$ cat src/rtl/mips_ctrl_pkg.sv
// Shared encodings for the pipeline control unit: opcodes, select codes,
// ALU function codes and the per-stage control words.
package mips_ctrl_pkg;

  localparam logic [4:0] XP_REG = 5'd26;
  localparam logic [4:0] RA_REG = 5'd31;

  localparam logic [5:0] OP_RTYPE  = 6'h00;
  localparam logic [5:0] OP_REGIMM = 6'h01;
  localparam logic [5:0] OP_J      = 6'h02;
  localparam logic [5:0] OP_JAL    = 6'h03;
  localparam logic [5:0] OP_BEQ    = 6'h04;
  localparam logic [5:0] OP_BNE    = 6'h05;
  localparam logic [5:0] OP_BLEZ   = 6'h06;
  localparam logic [5:0] OP_BGTZ   = 6'h07;
  localparam logic [5:0] OP_ADDI   = 6'h08;
  localparam logic [5:0] OP_ADDIU  = 6'h09;
  localparam logic [5:0] OP_SLTI   = 6'h0A;
  localparam logic [5:0] OP_SLTIU  = 6'h0B;
  localparam logic [5:0] OP_ANDI   = 6'h0C;
  localparam logic [5:0] OP_LUI    = 6'h0F;
  localparam logic [5:0] OP_LW     = 6'h23;
  localparam logic [5:0] OP_SW     = 6'h2B;

  localparam logic [5:0] FN_SLL  = 6'h00;
  localparam logic [5:0] FN_SRL  = 6'h02;
  localparam logic [5:0] FN_SRA  = 6'h03;
  localparam logic [5:0] FN_JR   = 6'h08;
  localparam logic [5:0] FN_JALR = 6'h09;
  localparam logic [5:0] FN_ADD  = 6'h20;
  localparam logic [5:0] FN_ADDU = 6'h21;
  localparam logic [5:0] FN_SUB  = 6'h22;
  localparam logic [5:0] FN_SUBU = 6'h23;
  localparam logic [5:0] FN_AND  = 6'h24;
  localparam logic [5:0] FN_OR   = 6'h25;
  localparam logic [5:0] FN_XOR  = 6'h26;
  localparam logic [5:0] FN_NOR  = 6'h27;
  localparam logic [5:0] FN_SLT  = 6'h2A;
  localparam logic [5:0] FN_SLTU = 6'h2B;

  typedef enum logic [2:0] {
    PC_PLUS4  = 3'd0,
    PC_BRANCH = 3'd1,
    PC_JUMP   = 3'd2,
    PC_JR     = 3'd3,
    PC_ILLOP  = 3'd4,
    PC_XADR   = 3'd5
  } pcsrc_e;

  typedef enum logic [1:0] {
    DST_RD = 2'd0,
    DST_RT = 2'd1,
    DST_RA = 2'd2,
    DST_XP = 2'd3
  } regdst_e;

  typedef enum logic [1:0] {
    WB_ALU  = 2'd0,
    WB_MEM  = 2'd1,
    WB_PC4  = 2'd2,
    WB_RSVD = 2'd3
  } memtoreg_e;

  typedef enum logic [3:0] {
    ALU_ADD  = 4'd0,
    ALU_SUB  = 4'd1,
    ALU_AND  = 4'd2,
    ALU_OR   = 4'd3,
    ALU_XOR  = 4'd4,
    ALU_NOR  = 4'd5,
    ALU_SLT  = 4'd6,
    ALU_SLTU = 4'd7,
    ALU_SLL  = 4'd8,
    ALU_SRL  = 4'd9,
    ALU_SRA  = 4'd10
  } alu_e;

  // Nested so each pipeline register holds exactly what its later stages consume.
  typedef struct packed {
    regdst_e   regdst;
    memtoreg_e memtoreg;
    logic      regwrite;
  } wb_ctrl_t;

  typedef struct packed {
    logic     memread;
    logic     memwrite;
    wb_ctrl_t wb;
  } mem_ctrl_t;

  typedef struct packed {
    logic      alusrc1;
    logic      alusrc2;
    alu_e      aluop;
    mem_ctrl_t mem;
  } pipe_ctrl_t;

  typedef struct packed {
    pcsrc_e     pcsrc;
    logic       extop;
    logic       luop;
    logic       is_branch;
    logic       illegal;
    pipe_ctrl_t pipe;
  } dec_t;

  localparam wb_ctrl_t WB_BUBBLE = '{regdst: DST_RD, memtoreg: WB_ALU, regwrite: 1'b0};
  localparam wb_ctrl_t WB_TRAP   = '{regdst: DST_XP, memtoreg: WB_PC4, regwrite: 1'b1};

  localparam mem_ctrl_t MEM_BUBBLE = '{memread: 1'b0, memwrite: 1'b0, wb: WB_BUBBLE};

  localparam pipe_ctrl_t PIPE_BUBBLE = '{alusrc1: 1'b0, alusrc2: 1'b0, aluop: ALU_ADD,
                                         mem: MEM_BUBBLE};
  localparam pipe_ctrl_t PIPE_TRAP   = '{alusrc1: 1'b0, alusrc2: 1'b0, aluop: ALU_ADD,
                                         mem: '{memread: 1'b0, memwrite: 1'b0, wb: WB_TRAP}};

  localparam dec_t DEC_NOP = '{pcsrc: PC_PLUS4, extop: 1'b0, luop: 1'b0, is_branch: 1'b0,
                               illegal: 1'b0, pipe: PIPE_BUBBLE};
  localparam dec_t DEC_ILLEGAL = '{pcsrc: PC_PLUS4, extop: 1'b0, luop: 1'b0, is_branch: 1'b0,
                                   illegal: 1'b1, pipe: PIPE_BUBBLE};

endpackage

$ cat src/rtl/control_decode.sv
// Purely combinational instruction -> control word decode; no gating by
// valid/stall/flush, which is applied by the caller.
module control_decode
  import mips_ctrl_pkg::*;
(
  input  logic [31:0] instr_i,
  output dec_t        dec_o
);

  logic [5:0] opcode;
  logic [5:0] funct;
  logic [4:0] rt;
  logic       unused_fields;
  dec_t       d;

  assign opcode        = instr_i[31:26];
  assign funct         = instr_i[5:0];
  assign rt            = instr_i[20:16];
  assign unused_fields = ^{instr_i[25:21], instr_i[15:6]};
  assign dec_o         = d;

  // Opcode/funct decode into selects and the control word carried down the pipe.
  always_comb begin
    d = DEC_NOP;
    case (opcode)
      OP_RTYPE: begin
        d.pipe.mem.wb.regwrite = 1'b1;
        case (funct)
          FN_ADD, FN_ADDU: d.pipe.aluop = ALU_ADD;
          FN_SUB, FN_SUBU: d.pipe.aluop = ALU_SUB;
          FN_AND:  d.pipe.aluop = ALU_AND;
          FN_OR:   d.pipe.aluop = ALU_OR;
          FN_XOR:  d.pipe.aluop = ALU_XOR;
          FN_NOR:  d.pipe.aluop = ALU_NOR;
          FN_SLT:  d.pipe.aluop = ALU_SLT;
          FN_SLTU: d.pipe.aluop = ALU_SLTU;
          FN_SLL: begin
            d.pipe.alusrc1 = 1'b1;
            d.pipe.aluop   = ALU_SLL;
          end
          FN_SRL: begin
            d.pipe.alusrc1 = 1'b1;
            d.pipe.aluop   = ALU_SRL;
          end
          FN_SRA: begin
            d.pipe.alusrc1 = 1'b1;
            d.pipe.aluop   = ALU_SRA;
          end
          FN_JR: begin
            d.pcsrc                = PC_JR;
            d.pipe.mem.wb.regwrite = 1'b0;
          end
          FN_JALR: begin
            d.pcsrc                = PC_JR;
            d.pipe.mem.wb.memtoreg = WB_PC4;
          end
          default: d = DEC_ILLEGAL;
        endcase
      end
      // Only bltz (rt == 0) is supported out of the REGIMM group.
      OP_REGIMM: begin
        if (rt == 5'd0) begin
          d.is_branch   = 1'b1;
          d.extop       = 1'b1;
          d.pipe.aluop  = ALU_SUB;
        end else begin
          d = DEC_ILLEGAL;
        end
      end
      OP_BEQ, OP_BNE, OP_BLEZ, OP_BGTZ: begin
        d.is_branch  = 1'b1;
        d.extop      = 1'b1;
        d.pipe.aluop = ALU_SUB;
      end
      OP_J: d.pcsrc = PC_JUMP;
      OP_JAL: begin
        d.pcsrc       = PC_JUMP;
        d.pipe.mem.wb = '{regdst: DST_RA, memtoreg: WB_PC4, regwrite: 1'b1};
      end
      OP_ADDI, OP_ADDIU, OP_SLTI, OP_SLTIU, OP_ANDI: begin
        d.extop        = (opcode != OP_ANDI);
        d.pipe.alusrc2 = 1'b1;
        d.pipe.mem.wb  = '{regdst: DST_RT, memtoreg: WB_ALU, regwrite: 1'b1};
        case (opcode)
          OP_SLTI:  d.pipe.aluop = ALU_SLT;
          OP_SLTIU: d.pipe.aluop = ALU_SLTU;
          OP_ANDI:  d.pipe.aluop = ALU_AND;
          default:  d.pipe.aluop = ALU_ADD;
        endcase
      end
      OP_LUI: begin
        d.luop         = 1'b1;
        d.pipe.alusrc2 = 1'b1;
        d.pipe.mem.wb  = '{regdst: DST_RT, memtoreg: WB_ALU, regwrite: 1'b1};
      end
      OP_LW: begin
        d.extop               = 1'b1;
        d.pipe.alusrc2        = 1'b1;
        d.pipe.mem.memread    = 1'b1;
        d.pipe.mem.wb         = '{regdst: DST_RT, memtoreg: WB_MEM, regwrite: 1'b1};
      end
      OP_SW: begin
        d.extop             = 1'b1;
        d.pipe.alusrc2      = 1'b1;
        d.pipe.mem.memwrite = 1'b1;
      end
      default: d = DEC_ILLEGAL;
    endcase
  end

endmodule

$ cat src/rtl/pipeline_control_unit.sv
// ID-stage control decode plus ID/EX, EX/MEM, MEM/WB control registers,
// bubble insertion on stall/flush, illegal-op trap and interrupt latching.
module pipeline_control_unit
  import mips_ctrl_pkg::*;
(
  input  logic        clk,
  input  logic        reset,
  input  logic [31:0] instruction,
  input  logic        id_valid,
  input  logic        branch_taken,
  input  logic        stall,
  input  logic        flush,
  input  logic        irq,
  input  logic        kernel_mode,
  output logic [2:0]  PCSrc,
  output logic        EXTOp,
  output logic        LUOp,
  output logic        ALUSrc1,
  output logic        ALUSrc2,
  output logic [3:0]  ALUOp,
  output logic        MemRead,
  output logic        MemWrite,
  output logic [1:0]  RegDst,
  output logic [1:0]  MemToReg,
  output logic        RegWrite,
  output logic        irq_ack
);

  dec_t       dec;
  pcsrc_e     pcsrc;
  pipe_ctrl_t idex_d, idex_q;
  mem_ctrl_t  exmem_q;
  wb_ctrl_t   memwb_q;
  logic       irq_pend_d, irq_pend_q;
  logic       id_live;
  logic       take_irq;
  logic       take_ill;

  control_decode u_decode (
    .instr_i (instruction),
    .dec_o   (dec)
  );

  // An ID instruction may only act when it is real, not held and not killed.
  assign id_live  = id_valid & ~stall & ~flush & ~reset;
  assign take_irq = id_live & (irq | irq_pend_q) & ~kernel_mode;
  assign take_ill = id_live & dec.illegal & ~take_irq;

  // PC select, ID/EX entry word and interrupt-pending update.
  always_comb begin
    pcsrc      = PC_PLUS4;
    idex_d     = PIPE_BUBBLE;
    irq_pend_d = irq_pend_q | irq;
    if (take_irq) begin
      pcsrc      = PC_XADR;
      idex_d     = PIPE_TRAP;
      irq_pend_d = 1'b0;
    end else if (take_ill) begin
      pcsrc  = PC_ILLOP;
      idex_d = PIPE_TRAP;
    end else if (id_live) begin
      idex_d = dec.pipe;
      if (dec.is_branch) begin
        pcsrc = branch_taken ? PC_BRANCH : PC_PLUS4;
      end else begin
        pcsrc = dec.pcsrc;
      end
    end else begin
      pcsrc = PC_PLUS4;
    end
  end

  // Stage control registers; reset drops every in-flight instruction.
  always_ff @(posedge clk) begin
    if (reset) begin
      idex_q     <= PIPE_BUBBLE;
      exmem_q    <= MEM_BUBBLE;
      memwb_q    <= WB_BUBBLE;
      irq_pend_q <= 1'b0;
    end else begin
      idex_q     <= idex_d;
      exmem_q    <= idex_q.mem;
      memwb_q    <= exmem_q.wb;
      irq_pend_q <= irq_pend_d;
    end
  end

  assign PCSrc    = pcsrc;
  assign EXTOp    = dec.extop & ~reset;
  assign LUOp     = dec.luop & ~reset;
  assign irq_ack  = take_irq;
  assign ALUSrc1  = idex_q.alusrc1;
  assign ALUSrc2  = idex_q.alusrc2;
  assign ALUOp    = idex_q.aluop;
  assign MemRead  = exmem_q.memread;
  assign MemWrite = exmem_q.memwrite;
  assign RegDst   = memwb_q.regdst;
  assign MemToReg = memwb_q.memtoreg;
  assign RegWrite = memwb_q.regwrite;

endmodule

$ cat config.mk
export PLATFORM = sky130hd
export DESIGN_NAME = pipeline_control_unit
export DESIGN_NICKNAME = d
export VERILOG_FILES = /design/src/rtl/mips_ctrl_pkg.sv /design/src/rtl/control_decode.sv /design/src/rtl/pipeline_control_unit.sv
export SDC_FILE = /design/constraint.sdc
export NUM_CORES = 1
export LEC_CHECK = 0
export ABC_CLOCK_PERIOD_IN_PS = 2800
export CAP_MARGIN = 0
export CELL_PAD_IN_SITES_DETAIL_PLACEMENT = 0
export CELL_PAD_IN_SITES_GLOBAL_PLACEMENT = 2
export CORE_UTILIZATION = 23
export DETAILED_ROUTE_END_ITERATION = 8
export GPL_TIMING_DRIVEN = 0
export PLACE_DENSITY_LB_ADDON = 0.1
export SLEW_MARGIN = 20
export SYNTH_ARGS = -nofsm -noshare
export SYNTH_HDL_FRONTEND = slang
export SYNTH_HIERARCHICAL = 1
export SYNTH_SLANG_ARGS = --single-unit
$ cat constraint.sdc
create_clock -name clk -period 2.8 [get_ports clk]
set_input_delay 0.42 -clock clk [delete_from_list [all_inputs] [get_ports clk]]
set_output_delay 0.42 -clock clk [all_outputs]
set_load 0.005 [all_outputs]
---- Word level (Yosys, flattened, before mapping) ----
Index checks and enable logic that the tools add are counted.
word-level totals
  register bits after elaboration ......... 26
  bits of input ports ..................... 40
  output and inout port bits .............. 19
operators by class
  equality and inequality tests ........... 30
  mux-type cells .......................... 28
  bitwise logic cells ..................... 16
  reductions and logical operators ........ 17
operator list
  operator                                                                  number
  6-bit equality test (second input constant)                               12
  6-bit by 4-bit equality test with 1-bit output (second input constant)    8
  4-bit one-hot mux with 10 select lines                                    1
  14-bit OR reduction                                                       2
  6-bit by 2-bit equality test with 1-bit output (second input constant)    4
  6-bit by 3-bit equality test with 1-bit output (second input constant)    4
  5-bit one-hot mux with 4 select lines                                     1
  4-bit one-hot mux with 4 select lines                                     1
  3-bit two-way mux                                                         5
  5-bit two-way mux                                                         3
  15-bit OR reduction                                                       1
  6-bit logical NOT                                                         2
  6-bit OR reduction                                                        2
  1-bit AND                                                                 9
  3-bit one-hot mux with 3 select lines                                     1
  1-bit two-way mux                                                         8
  2-bit OR reduction                                                        4
  4-bit OR reduction                                                        2
  8-bit OR reduction                                                        1
  6-bit by 1-bit equality test with 1-bit output (second input constant)    1
  6-bit by 4-bit inequality test with 1-bit output (second input constant)  1
  1-bit inverter                                                            6
  2-bit one-hot mux with 3 select lines                                     1
  5-bit logical NOT                                                         1
  8 further kinds                                                           10

---- Longest topological paths before layout ----
  depth in word-level cells ............... 10
  gate-level depth with buffers ........... 8
  gate-level depth less buffers ........... 7

---- Modules after synthesis ----
Netlist, hierarchy kept.
by module, submodules not included
  module                 times used  cells each  area each (um^2)  sequential area each (um^2)
  pipeline_control_unit  1           72          863.3             520.5
  control_decode         1           76          462.9             0.0

---- Worst setup path before layout ----
OpenSTA, ideal clock, no wires.
  path kind ............................... input-to-output
  start ................................... input port instruction[27]
  end ..................................... output port PCSrc[1]
  arrival ................................. 1.827 ns
  required time ........................... 2.380 ns
  path slack .............................. 0.553 ns
  stages .................................. 6
  buffers on the path ..................... 1
  cell sequence ........................... clkbuf_1 nand2_1 a21o_1 a221o_1 nor3b_4 and3b_1
RTL lines
  what         RTL line                     text
  from (decl)  pipeline_control_unit.sv:8   input logic [31:0] instruction,
  to (decl)    pipeline_control_unit.sv:15  output logic [2:0] PCSrc,

==> run_results.csv <==
group,metric,value,unit
die,io_pins,59,
die,core_area,0.00554,sq mm
run,cap_viol_max_count,0,
critical_path,slowest_delay,0.55,ns
synthesis,syn_nets,188,
timing,max_freq,372,MHz
grt,grt_usage,0.110,
timing,hold-worst-slack,0.436,ns
cells_and_area,final_cell_mix,"26 x dfxtp_1, 23 x clkdlybuf4s50_1, 18 x buf_4",
cells_and_area,fillerInstances,606,
clocking,path_clk_slew,0.09,ns
grt,grtUsageMet3,0.0153,
die,dieWidth,77.9,microns
timing,min_period_over_period,0.960,
synthesis,synth_area,0.00133,sq mm
grt,grt_pass1_wl,5350,microns
pwr,finalPower,0.800,mW
grt,grt_antenna_before_repair,0,
timing,final_max_slew_viol_count,0,
grt,top_usage_layer,"met2",
pwr,pwr_density_cell,397,mW/mm^2
placement,dpl_worst_slack,-0.654,ns
clocking,postCtsHoldBufs,0,
drt,drc,0,
die,initial_utilization,0.239,
synthesis,postSynthAreaPerCell,8.96,sq um
synthesis,synth_top_area_share,0.392,
synthesis,seq_area_frac_synth,0.392,
critical_path,critPathRequiredTime,2.38,ns
timing,rsz0062_at_grt,"no",
timing,skew,0.00921,ns
cells_and_area,final_common_cell,"dfxtp_1",
cells_and_area,ff_latch_area,520,sq um
die,rows,27,
die,die_area,0.00607,sq mm
critical_path,critical-path-slowest-cell,"or4_4",
synthesis,synth.distinct_cells,47,
worst_hold_path,hold_path_class,"register to register",
cells_and_area,n_antenna_cell,0,
drt,drt_iter0_markers,31,
grt,grt_max_degree,16,
grt,grt_overflow,0,
placement,place_congestion,0.796,
timing,max_slew_margin,0.636,
grt,use_met2,0.169,
cells_and_area,final_layout_size_suffix_gt1_frac,0.283,
synthesis,yosys-top-cells-area,"dfxtp_1 39%, nor2b_1 6.1%, and2_2 5.1%, o21a_1 3.4%, and2b_2 3.3%",
synthesis,postSynthCellCount,148,
cells_and_area,area_growth,51.8,%
drt,vias,1207,
clocking,clk_latency,0.27,ns
timing,setup_viol,0,
synthesis,yosys.area.top_type,"dfxtp_1",
synthesis,synthArstFlopShare,0,
die,die_h,77.9,microns
clocking,numCtsBuffers,3,
timing,setup_slack,0.113,ns
placement,hpwl,2420,microns
drt,drt_wl_total,3150,microns
critical_path,cp-start-kind,"input port",
cells_and_area,nets,246,
drt,via_per_inst,4.36,
drt,wl_per_cell,11.4,microns
placement,io_buffers,40,
drt,route.antenna.remaining_nets,0,
clocking,cts_tree,"yes",
synthesis,synth_edf_count,0,
synthesis,ys_warn_count,6,
clocking,cts_root_buf,"clkbuf_8",
critical_path,path_max_fanout,2,
timing,final_hold_viol_count,0,
drt,dr.pass1.iters,4,
synthesis,synth-main-ff-cell,"dfxtp_1",
timing,worst_pin_slew,0.538,ns
status,status,"complete, no violations",
clocking,cts_max_level,1,
synthesis,synth-seq-cells,26,
clocking,clkSinkCount,26,
critical_path,cp-end-kind,"output port",
clocking,cts_max_path_buffers,2,
pwr,p_leak,0.860,nW
grt,grt_pass1_vias,1152,
timing,final.min_clock_period,2.69,ns
grt,grt_use_met1,0.155,
cells_and_area,multi_input_area,762,sq um
critical_path,path_class,"input port to output port",
pwr,ir_drop,0.181,mV
critical_path,arrival,2.27,ns
critical_path,path_cells,"clkdlybuf4s50_1, nor2b_2, a31oi_1, or4_4, buf_4, a21bo_1, nor2b_1, dlygate4sd2_1",
## synth_stat cells, types with 2 or more instances
| cell | count |
|---|---|
| nor4_1 | 5 |
| o21ai_0 | 2 |
| nor2b_1 | 13 |
| nor3_1 | 3 |
| and2_2 | 9 |
| o22ai_1 | 2 |
| buf_4 | 5 |
| nand3_1 | 2 |
| a21o_1 | 2 |
| o221ai_1 | 2 |
| dfxtp_1 | 26 |
| and2b_2 | 5 |
| nor4b_1 | 2 |
| clkbuf_1 | 4 |
| a21oi_1 | 3 |
| o21a_1 | 6 |
| nand2_1 | 6 |
| a31oi_1 | 3 |
| o21bai_1 | 2 |
| nor2_1 | 8 |
| nand2b_1 | 5 |
| a211oi_1 | 2 |
| and3_1 | 2 |
| inv_1 | 6 |
## flip-flops by register name (all words and copies together), names as in the netlist
name / flops
idex_q: 7
exmem_q: 5
ALUOp: 4
MemToReg: 2
RegDst: 2
ALUSrc1: 1
ALUSrc2: 1
MemRead: 1
MemWrite: 1
RegWrite: 1
irq_pend_q: 1
## stage by stage
stage	area (sq um)	setup TNS, ns	std cells	utilization
final	2010	0	277	0.363
after global routing	2010	0	277	0.363
after CTS	2010	0	275	0.362
after detailed placement	1820	-2.18	260	0.328
after global placement	1820	-2.13	260	0.328
after floorplan	1330	0	148	-
## routing by layer
| metal | wire [microns] | vias up |
|---|---|---|
| met5 | 0 | - |
| met2 | 1410 | 38 |
| met3 | 142 | 2 |
| met4 | 29 | 0 |
| li1 | - | 633 |
| met1 | 1560 | 534 |
## report_power, final
group / switching, mW / internal, mW / total, mW
Clock: 0.109 / 0.191 / 0.300
Sequential: 0.00112 / 0.373 / 0.375
Combinational: 0.0610 / 0.0642 / 0.125
Total: 0.171 / 0.629 / 0.800
## kinds of logic after synthesis
kind of cell,count (synthesis),synth area share
multiplexers,1,0.00755
AO/OA/AOI/OAI,31,0.167
AND/OR/NAND/NOR,71,0.360
XOR/XNOR,1,0.00660
buffers and inverters,17,0.0632
other,1,0.00283
flip-flops,26,0.392
## worst max-delay path, delay by kind of cell
| family | cells | cell delay, ns |
|---|---|---|
| AOI/OAI and AO/OA | 2 | 0.25 |
| buffers and inverters | 3 | 0.81 |
| and+or+nand+nor | 3 | 0.79 |
## path summary, 6_finish.rpt
check | startpoint | to | slack [ns] | cells after the start
worst max-delay path | instruction[17] | EXTOp | 0.11 | 8
worst min-delay path | exmem_q[4] | RegDst[1] | 0.44 | 1
worst max register to register | irq_pend_q | ALUOp[2] | 1.47 | 4
worst min register to register | exmem_q[4] | RegDst[1] | 0.44 | 1
## what timing repair did
action / in CTS / in global routing
endpoints found under the setup margin: 5 / 3
pin swaps: 8 / 6
setup buffers: 11 / 3
gates resized for setup: 37 / 8
## final cells by class
class,count,share of cell area
multi-input combinational,105,0.378
clock inverter,1,0.0149
inverter,7,0.0143
tap,72,0.0447
timing repair buffer,53,0.239
sequential,26,0.259
buffer,10,0.0292
clock buffer,3,0.0205
Power figures use the tool's default switching activity.
